==> src/rtl/grid_access_arbiter_pkg.sv <==
// Shared constants for the level-grid access arbiter: grid geometry, cell codes, FSM states.
package grid_access_arbiter_pkg;

  localparam int GRID_W_DEF = 40;
  localparam int GRID_H_DEF = 30;
  localparam int X_W        = 6;
  localparam int Y_W        = 5;
  localparam int CELL_W     = 3;

  localparam logic [CELL_W-1:0] CELL_AIR    = 3'd0;
  localparam logic [CELL_W-1:0] CELL_WALL   = 3'd1;
  localparam logic [CELL_W-1:0] CELL_PLAYER = 3'd2;
  localparam logic [CELL_W-1:0] CELL_ENEMY  = 3'd4;

  typedef enum logic [1:0] {
    ST_IDLE  = 2'd0,
    ST_OWN   = 2'd1,
    ST_DRAIN = 2'd2
  } state_e;

  function automatic int idx_w(input int n);
    return (n > 1) ? $clog2(n) : 1;
  endfunction

endpackage

==> src/rtl/grid_access_arbiter_rr_picker.sv <==
// Combinational round-robin picker: first set request bit searching upward from last_i+1, wrapping.
module grid_access_arbiter_rr_picker
  import grid_access_arbiter_pkg::*;
#(
  parameter int NREQ = 3,
  parameter int IW   = idx_w(NREQ)
) (
  input  logic [NREQ-1:0] req_i,
  input  logic [IW-1:0]   last_i,
  output logic [NREQ-1:0] onehot_o,
  output logic [IW-1:0]   idx_o,
  output logic            any_o
);

  int cand;

  always_comb begin
    onehot_o = '0;
    idx_o    = '0;
    any_o    = 1'b0;
    cand     = 0;
    for (int k = 1; k <= NREQ; k++) begin
      cand = (int'(last_i) + k) % NREQ;
      if (!any_o && req_i[cand]) begin
        any_o          = 1'b1;
        onehot_o[cand] = 1'b1;
        idx_o          = IW'(cand);
      end
    end
  end

endmodule

==> src/rtl/grid_access_arbiter.sv <==
// Round-robin, multi-cycle owner arbiter for the single-port level grid RAM,
// with hold timeout, owner address/data mux and a registered read-valid pipeline.
module grid_access_arbiter
  import grid_access_arbiter_pkg::*;
#(
  parameter int NREQ     = 3,
  parameter int MAX_HOLD = 4096,
  parameter int GRID_W   = GRID_W_DEF,
  parameter int GRID_H   = GRID_H_DEF
) (
  input  logic                   clock,
  input  logic                   reset,
  input  logic [NREQ-1:0]        req,
  input  logic [X_W*NREQ-1:0]    req_x,
  input  logic [Y_W*NREQ-1:0]    req_y,
  input  logic [NREQ-1:0]        req_we,
  input  logic [CELL_W*NREQ-1:0] req_wdata,
  output logic [NREQ-1:0]        gnt,
  output logic [NREQ-1:0]        rvalid,
  output logic [CELL_W-1:0]      rdata,
  output logic                   timeout,
  output logic [X_W-1:0]         grid_x,
  output logic [Y_W-1:0]         grid_y,
  output logic                   grid_write,
  output logic [CELL_W-1:0]      grid_in,
  input  logic [CELL_W-1:0]      grid_out
);

  localparam int IW = idx_w(NREQ);
  localparam int HW = $clog2(MAX_HOLD + 1);

  state_e            state_q, state_d;
  logic [NREQ-1:0]   gnt_q, gnt_d;
  logic [IW-1:0]     last_q, last_d;
  logic [HW-1:0]     hold_q, hold_d;
  logic [NREQ-1:0]   rvalid_q, rvalid_d;
  logic              rd_oob_q, rd_oob_d;
  logic              timeout_q, timeout_d;
  logic [CELL_W-1:0] rdata_q;

  logic [NREQ-1:0]   pick_onehot;
  logic [IW-1:0]     pick_idx;
  logic              pick_any;

  grid_access_arbiter_rr_picker #(.NREQ(NREQ), .IW(IW)) u_picker (
    .req_i    (req),
    .last_i   (last_q),
    .onehot_o (pick_onehot),
    .idx_o    (pick_idx),
    .any_o    (pick_any)
  );

  // last_q always names the current owner while in OWN
  logic [X_W-1:0]    own_x;
  logic [Y_W-1:0]    own_y;
  logic [CELL_W-1:0] own_wd;
  logic              own_we, own_req, own_inb, is_own;

  assign own_x   = req_x[X_W*int'(last_q) +: X_W];
  assign own_y   = req_y[Y_W*int'(last_q) +: Y_W];
  assign own_wd  = req_wdata[CELL_W*int'(last_q) +: CELL_W];
  assign own_we  = req_we[last_q];
  assign own_req = req[last_q];
  assign own_inb = (int'(own_x) < GRID_W) && (int'(own_y) < GRID_H);
  assign is_own  = (state_q == ST_OWN);

  always_comb begin
    grid_x     = '0;
    grid_y     = '0;
    grid_in    = '0;
    grid_write = 1'b0;
    if (is_own) begin
      grid_x     = own_x;
      grid_y     = own_y;
      grid_in    = own_wd;
      grid_write = own_we && own_inb;
    end
  end

  always_comb begin
    state_d   = state_q;
    gnt_d     = gnt_q;
    last_d    = last_q;
    hold_d    = hold_q;
    timeout_d = 1'b0;
    rvalid_d  = '0;
    rd_oob_d  = 1'b0;
    if (is_own && !own_we) begin
      rvalid_d = gnt_q;
      rd_oob_d = !own_inb;
    end
    case (state_q)
      ST_IDLE: begin
        if (pick_any) begin
          gnt_d   = pick_onehot;
          last_d  = pick_idx;
          hold_d  = '0;
          state_d = ST_OWN;
        end
      end
      ST_OWN: begin
        // a voluntary release takes precedence over a coincident timeout
        if (!own_req) begin
          gnt_d   = '0;
          state_d = ST_DRAIN;
        end else if (hold_q == HW'(MAX_HOLD - 1)) begin
          gnt_d     = '0;
          timeout_d = 1'b1;
          state_d   = ST_DRAIN;
        end else begin
          hold_d = hold_q + 1'b1;
        end
      end
      ST_DRAIN: state_d = ST_IDLE;
      default: begin
        state_d = ST_IDLE;
        gnt_d   = '0;
      end
    endcase
  end

  // RAM read data arrives one cycle after the address, alongside the registered rvalid
  assign rdata = (|rvalid_q) ? (rd_oob_q ? CELL_AIR : grid_out) : rdata_q;

  always_ff @(posedge clock or posedge reset) begin
    if (reset) begin
      state_q   <= ST_IDLE;
      gnt_q     <= '0;
      last_q    <= IW'(NREQ - 1);
      hold_q    <= '0;
      rvalid_q  <= '0;
      rd_oob_q  <= 1'b0;
      timeout_q <= 1'b0;
      rdata_q   <= '0;
    end else begin
      state_q   <= state_d;
      gnt_q     <= gnt_d;
      last_q    <= last_d;
      hold_q    <= hold_d;
      rvalid_q  <= rvalid_d;
      rd_oob_q  <= rd_oob_d;
      timeout_q <= timeout_d;
      if (|rvalid_q) rdata_q <= rdata;
    end
  end

  assign gnt     = gnt_q;
  assign rvalid  = rvalid_q;
  assign timeout = timeout_q;

endmodule

==> config.mk <==
export PLATFORM = sky130hd
export DESIGN_NAME = grid_access_arbiter
export DESIGN_NICKNAME = d
export VERILOG_FILES = /design/src/rtl/grid_access_arbiter_pkg.sv /design/src/rtl/grid_access_arbiter_rr_picker.sv /design/src/rtl/grid_access_arbiter.sv
export SDC_FILE = /design/constraint.sdc
export NUM_CORES = 1
export LEC_CHECK = 0
export BUFFER_PORTS_ARGS = -buffer_cell sky130_fd_sc_hd__buf_2
export CAP_MARGIN = 20
export CORE_UTILIZATION = 49
export CTS_BUF_LIST = sky130_fd_sc_hd__clkbuf_16
export DETAILED_ROUTE_END_ITERATION = 6
export PLACE_DENSITY = 0.88
export SETUP_SLACK_MARGIN = 0.4
export SYNTH_ARGS = -nofsm -noshare
export SYNTH_HDL_FRONTEND = slang
export SYNTH_HIERARCHICAL = 1
export SYNTH_SLANG_ARGS = --single-unit
==> constraint.sdc <==
create_clock -name clock -period 2.9 [get_ports clock]
set_input_delay 0.435 -clock clock [delete_from_list [all_inputs] [get_ports clock]]
set_output_delay 0.435 -clock clock [all_outputs]
set_load 0.03 [all_outputs]
# == Word-level counts from Yosys, hierarchy flattened ==
# Cells that the tools add are included.
# totals
wordCells,110
inputBits,53
latchBits,0
regBits,28
rom_bits,0
mem_bits_rw,0
mem_count,0
# classes
n_addsub,4
div_mod_pow,3
shifts,3
bitwise_logic,3
reduce_logical,19
magnitude_cmp,9
n_eq_ne,7
multipliers,3
n_mux,51
# ops
op,n
$ge A32 B1 Y1 const B,3
$lt A32 B4 Y1 const B,3
$mod A32 B3 Y32 const B,3
$mux W13,3
$mux W3,10
$pmux W13 S2,1
$mux W1,19
$shiftx A18 B6 Y6,1
$shiftx A15 B6 Y5,1
$add A13 B1 Y13 const B,1
$eq A13 B12 Y1 const B,1
$mux W2,6
$bmux W1 S2,5
$pmux W3 S3,1
$shiftx A9 B5 Y3,1
$logic_and A1 B1 Y1,8
$mul A2 B2 Y4 const A,2
$add A2 B2 Y3 const B,2
$demux W1 S2,3
$lt A6 B6 Y1 const B,1
$mux W6,1
$ne A2 B2 Y1 const B,3
$or A3 B3 Y3,2
$lt A5 B5 Y1 const B,1
other kinds (16),20

# == Logic depth before layout (Yosys ltp) ==
# logic_depth
word_depth,14
ltp_mapped,13
ltp_nobuf,11

# == By module ==
# The synthesis kept the hierarchy.
# modules_own_cells
module,area_per_inst_um2,cells_each,n_inst,seq_area_each_um2
grid_access_arbiter,1715.4,202,1,701.9
grid_access_arbiter_rr_picker,281.5,40,1,0.0

# == Worst setup path before layout ==
# No wires, ideal clock.
# synth_path
path_type,reg2out
startpoint,register last_q[1]
endpoint,output grid_write
slack_ns,0.180
arrival_ns,2.285
n_path_buf,1
stages_incl_launch_ff,7
cell_sequence,dfstp_2 > buf_2 > mux2_2 > a22oi_1 > a21oi_1 > a41oi_1 > nor3b_1
# synth_between
elab_chain_len,6
word_cells_on_any_way,11
# synth_rtl
item,line_no,source
"start, declared",grid_access_arbiter.sv:34,"logic [IW-1:0] last_q, last_d;"
"start signal, assigned",grid_access_arbiter.sv:129,last_q <= IW'(NREQ - 1);
"start signal, assigned",grid_access_arbiter.sv:138,last_q <= last_d;
$mul A3 B2 Y5 or $mul A2 B2 Y4 (tied branches),"grid_access_arbiter.sv:60, grid_access_arbiter.sv:59",
$shiftx A15 B6 Y5 or $shiftx A18 B6 Y6 (tied branches),"grid_access_arbiter.sv:60, grid_access_arbiter.sv:59",
$lt A5 B5 Y1 or $lt A6 B6 Y1 (tied branches),grid_access_arbiter.sv:64,assign own_inb = (int'(own_x) < GRID_W) && (int'(own_y) < GRID_H);
$logic_and A1 B1 Y1,grid_access_arbiter.sv:64,
$logic_and A1 B1 Y1 (*),grid_access_arbiter.sv:76,grid_write = own_we && own_inb;
$mux W1 (*),grid_access_arbiter.sv:72,if (is_own) begin
"end, declared",grid_access_arbiter.sv:24,"output logic grid_write,"
# Mark *: on every way between the ends. The rest lies on a longest branch, timed or not. The select of a mux whose other input is x is not followed.

# == Worst setup path in the final report ==
# layout_path
startpoint,register last_q[1]
endpoint,register hold_q[3]
# layout_between
elab_chain_len,14
word_cells_on_any_way,27
# layout_rtl
item,line_no,source
$add A2 B1 Y3,grid_access_arbiter_rr_picker.sv:23,cand = (int'(last_i) + k) % NREQ;
$mod A32 B3 Y32,grid_access_arbiter_rr_picker.sv:23,
$bmux W1 S2,grid_access_arbiter_rr_picker.sv:24,if (!any_o && req_i[cand]) begin
$mux W1 (implied by the code) (2 in a row),grid_access_arbiter_rr_picker.sv:24,
$mux W1,grid_access_arbiter_rr_picker.sv:24,
$logic_not A1 Y1,grid_access_arbiter_rr_picker.sv:24,
$logic_and A1 B1 Y1,grid_access_arbiter_rr_picker.sv:24,
$mux W1,grid_access_arbiter_rr_picker.sv:24,
$logic_not A1 Y1,grid_access_arbiter_rr_picker.sv:24,
$logic_and A1 B1 Y1,grid_access_arbiter_rr_picker.sv:24,
$mux W1 (*),grid_access_arbiter_rr_picker.sv:24,
named net pick_any,grid_access_arbiter.sv:43,logic pick_any;
$ne A2 B2 Y1 (no source line) (*),--,
$reduce_and A4 Y1 (no source line) (*),--,
"end signal, assigned",grid_access_arbiter.sv:139,hold_q <= hold_d;
"end, declared",grid_access_arbiter.sv:35,"logic [HW-1:0] hold_q, hold_d;"
# Mark *: on every way through the listed nets, which the timed path passes. The rest lies on a longest branch. The select of a mux whose other input is x is not followed.
# A chain may end at the register's enable or synchronous reset.

==> results.py <==
metrics = {
    "critical_path": {
        "required_ns": 3.06,
        "critical_path_arrival_ns": 2.72,
        "max_stage_delay_ns": 0.65,
        "crit_fanout": 8,
        "worstSetupEndpointType": "register",
        "cp_cell_sequence": "buf_6 -> ha_4 -> nand2b_4 -> a21bo_1 -> nand3_2 -> nand2b_1 -> nor2b_2 -> nor2b_4 -> a31oi_4 -> a21o_1 -> a21o_1",
        "r2r_cells": 11,
        "crit_type": "register to register",
        "cpMaxStageDelayCell": "dfstp_2",
        "r2r_slack_ns": 0.33,
        "cp-start-kind": "register",
        "cpMostUsedCell": "a21o_1",
        "r2r_start": "last_q[1]",
        "reg2reg_to": "hold_q[3]",
    },
    "sta": {
        "tns_ns": 0,
        "hold_viol": 0,
        "slew_viol_final": 0,
        "max-slew-margin-rel_pct": 52.3,
        "post-route-period-util_pct": 88.6,
        "period_needed_ns": 2.57,
        "max_freq_mhz": 389,
        "fin_hold_ws_ns": 0.172,
        "max_slew.worst_pin.slew_ns": 0.709,
        "setup_viol": 0,
        "rsz0062_at_grt": "true",
        "fin_worst_skew_ns": 0.00274,
    },
    "placement": {
        "port-buffer-count": 77,
        "gp_congestion": 0.884,
        "dp_hpwl_um": 3640,
    },
    "floorplan": {
        "placementRows": 22,
        "dieArea_um2": 4330,
        "core_um2": 3770,
        "num_io_pins": 78,
        "chipWidth_um": 65.8,
        "die_y_um": 65.8,
        "initial_core_util_pct": 53.0,
    },
    "synth": {
        "netlist.top_cell.by_area": "dfrtp_1",
        "synth_cells": 242,
        "syn_area_per_cell_um2": 8.25,
        "synth_nets": 300,
        "ys_seq_area_share_pct": 35.2,
        "yosys.area.top_type_share_pct": 33.8,
        "synth_seq_cells": 28,
        "synth_area_um2": 2000,
        "synth_area_leaders": "dfrtp_1 (34%), mux2i_1 (7.0%), nor2_1 (5.8%)",
        "ys.warnings.count": 6,
        "async_flop_share_pct": 100,
        "synth-main-ff-cell": "dfrtp_1",
        "synth_edf_count": 0,
        "ys_types": 42,
    },
    "global_route": {
        "grt_pass1_vias": 2038,
        "gr-total-overflow": 0,
        "grt_usage_pct": 25.5,
        "grt_max_degree": 29,
        "antenna_found_initial": 0,
        "grt_pass1_wl_um": 8520,
    },
    "layout": {
        "layout_common_cells": "buf_2 (76), nor2_1 (31), dfrtp_1 (26)",
        "synthToLayoutAreaGrowth_pct": 40.4,
        "final_nets": 392,
        "fillers": 243,
        "multi_input_area_um2": 1350,
        "drive_gt1_share_pct": 39.9,
        "layout_commonest_cell": "buf_2",
        "diodes": 0,
        "ff_latch_area_um2": 703,
    },
    "drt": {
        "routed_via_density": 6.06,
        "wire_per_inst_um": 15.9,
        "drtIter0Drc": 255,
        "final_antenna_net_count": 0,
        "drt-total-wl_um": 6040,
        "drc": 0,
        "first_pass_iters": 7,
        "vias": 2310,
    },
    "pwr": {
        "peakVddDrop_mv": 0.566,
        "cellPowerDensity_nw_per_um2": 1000,
        "p_leak_uw": 0.00137,
    },
    "cts": {
        "clk_pin_slew_ns": 0.07,
        "tritoncts": "yes",
        "insertion_delay_ns": 0.26,
        "cts.sinks": 28,
        "clk_path_buf_depth": 2,
        "cts_root_buffer": "clkbuf_16",
        "cts_buffers": 3,
        "h-tree-depth": 1,
        "holdBufCountCts": 0,
    },
    "run_status": {
        "outcome": "finished, final reports clean",
    },
    "run": {
        "drv_cap": 0,
    },
    "min_path": {
        "hold_class": "input port to async pin",
    },
}
## metrics by stage
stage,cells,util (%),power (uW),setup WS (ns),area (um^2)
global route,381,74.3,2950,0.261,2800
detailed placement,363,64.8,2060,0.285,2440
global placement,363,64.8,2030,0.340,2440
finish,381,74.3,2800,0.332,2800
floorplan,242,-,1710,0.436,2010
CTS,372,69.0,2490,0.372,2600
## where the power goes
part / switching (uW) / internal [uW] / total (uW)
Sequential: 82.4 / 473 / 555
Clock: 128 / 185 / 313
Combinational: 1130 / 809 / 1940
Total: 1340 / 1470 / 2800
## synth_stat cells, types with 4 or more instances
| master | count |
|---|---|
| a21o_1 | 4 |
| a21oi_1 | 22 |
| a31oi_1 | 5 |
| and2_1 | 7 |
| clkbuf_1 | 5 |
| dfrtp_1 | 27 |
| ha_1 | 5 |
| inv_1 | 11 |
| mux2_2 | 7 |
| mux2i_1 | 14 |
| nand2_1 | 19 |
| nand2b_1 | 10 |
| nand3_1 | 11 |
| nor2_1 | 31 |
| nor2b_1 | 5 |
| o21ai_0 | 21 |
| o22ai_1 | 4 |
| o31ai_1 | 4 |
## critical path, delay by kind of cell, from the launching register on
family	cells	cell delay (ns)
AND/OR/NAND/NOR	5	0.77
adder cells (fa/ha/maj)	1	0.22
flip-flops	1	0.65
buffers and inverters	1	0.17
AO/OA/AOI/OAI	4	0.64
## cell families after synthesis
group                    synth area share, %
AND/OR/NAND/NOR                         23.3
AO/OA/AOI/OAI                           22.6
flip-flops                              35.2
multiplexers                            11.0
buffers and inverters                   4.45
adder cells (fa/ha/maj)                 3.13
XOR/XNOR                               0.439
## state kept, by name, indices dropped and copies added, names as in the netlist
register	cells
gnt	3
hold_q	13
last_q	2
rd_oob_q	1
rdata_q	3
rvalid	3
state_q	2
timeout	1
## worst max path at each step
| stage | from | to | depth (start not counted) |
|---|---|---|---|
| 2_1_floorplan | last_q[0] | hold_q[3] | 13 |
| 3_3_place_gp | last_q[1] | hold_q[3] | 10 |
| 3_5_place_dp | last_q[1] | hold_q[3] | 10 |
| 4_1_cts | last_q[1] | grid_write | 7 |
| 5_1_grt | last_q[1] | hold_q[3] | 12 |
| 6_report | last_q[1] | hold_q[3] | 11 |
## repair_timing
item	4_1_cts	5_1_grt
buffers inserted	5	8
setup endpoints to repair	12	17
gates resized for setup	10	30
pin swaps	0	10
## final cells by class
cell class / count / share of cell area [%]
Multi-Input combinational cell: 194 / 48.0
Sequential cell: 28 / 25.1
Timing Repair Buffer: 96 / 20.5
Clock buffer: 3 / 2.68
Tap cell: 48 / 2.14
Inverter: 11 / 1.47
Clock inverter: 1 / 0.134
## layer usage
layer	vias to the layer above	GRT usage, %	share of wire, %
met1	1077	29.4	37
met4	0	10.6	1.9
met2	161	46.7	53
li1	1056	-	-
met3	16	3.10	7.8
met5	-	0	0
Note: power is estimated with default switching activity, not from simulation.
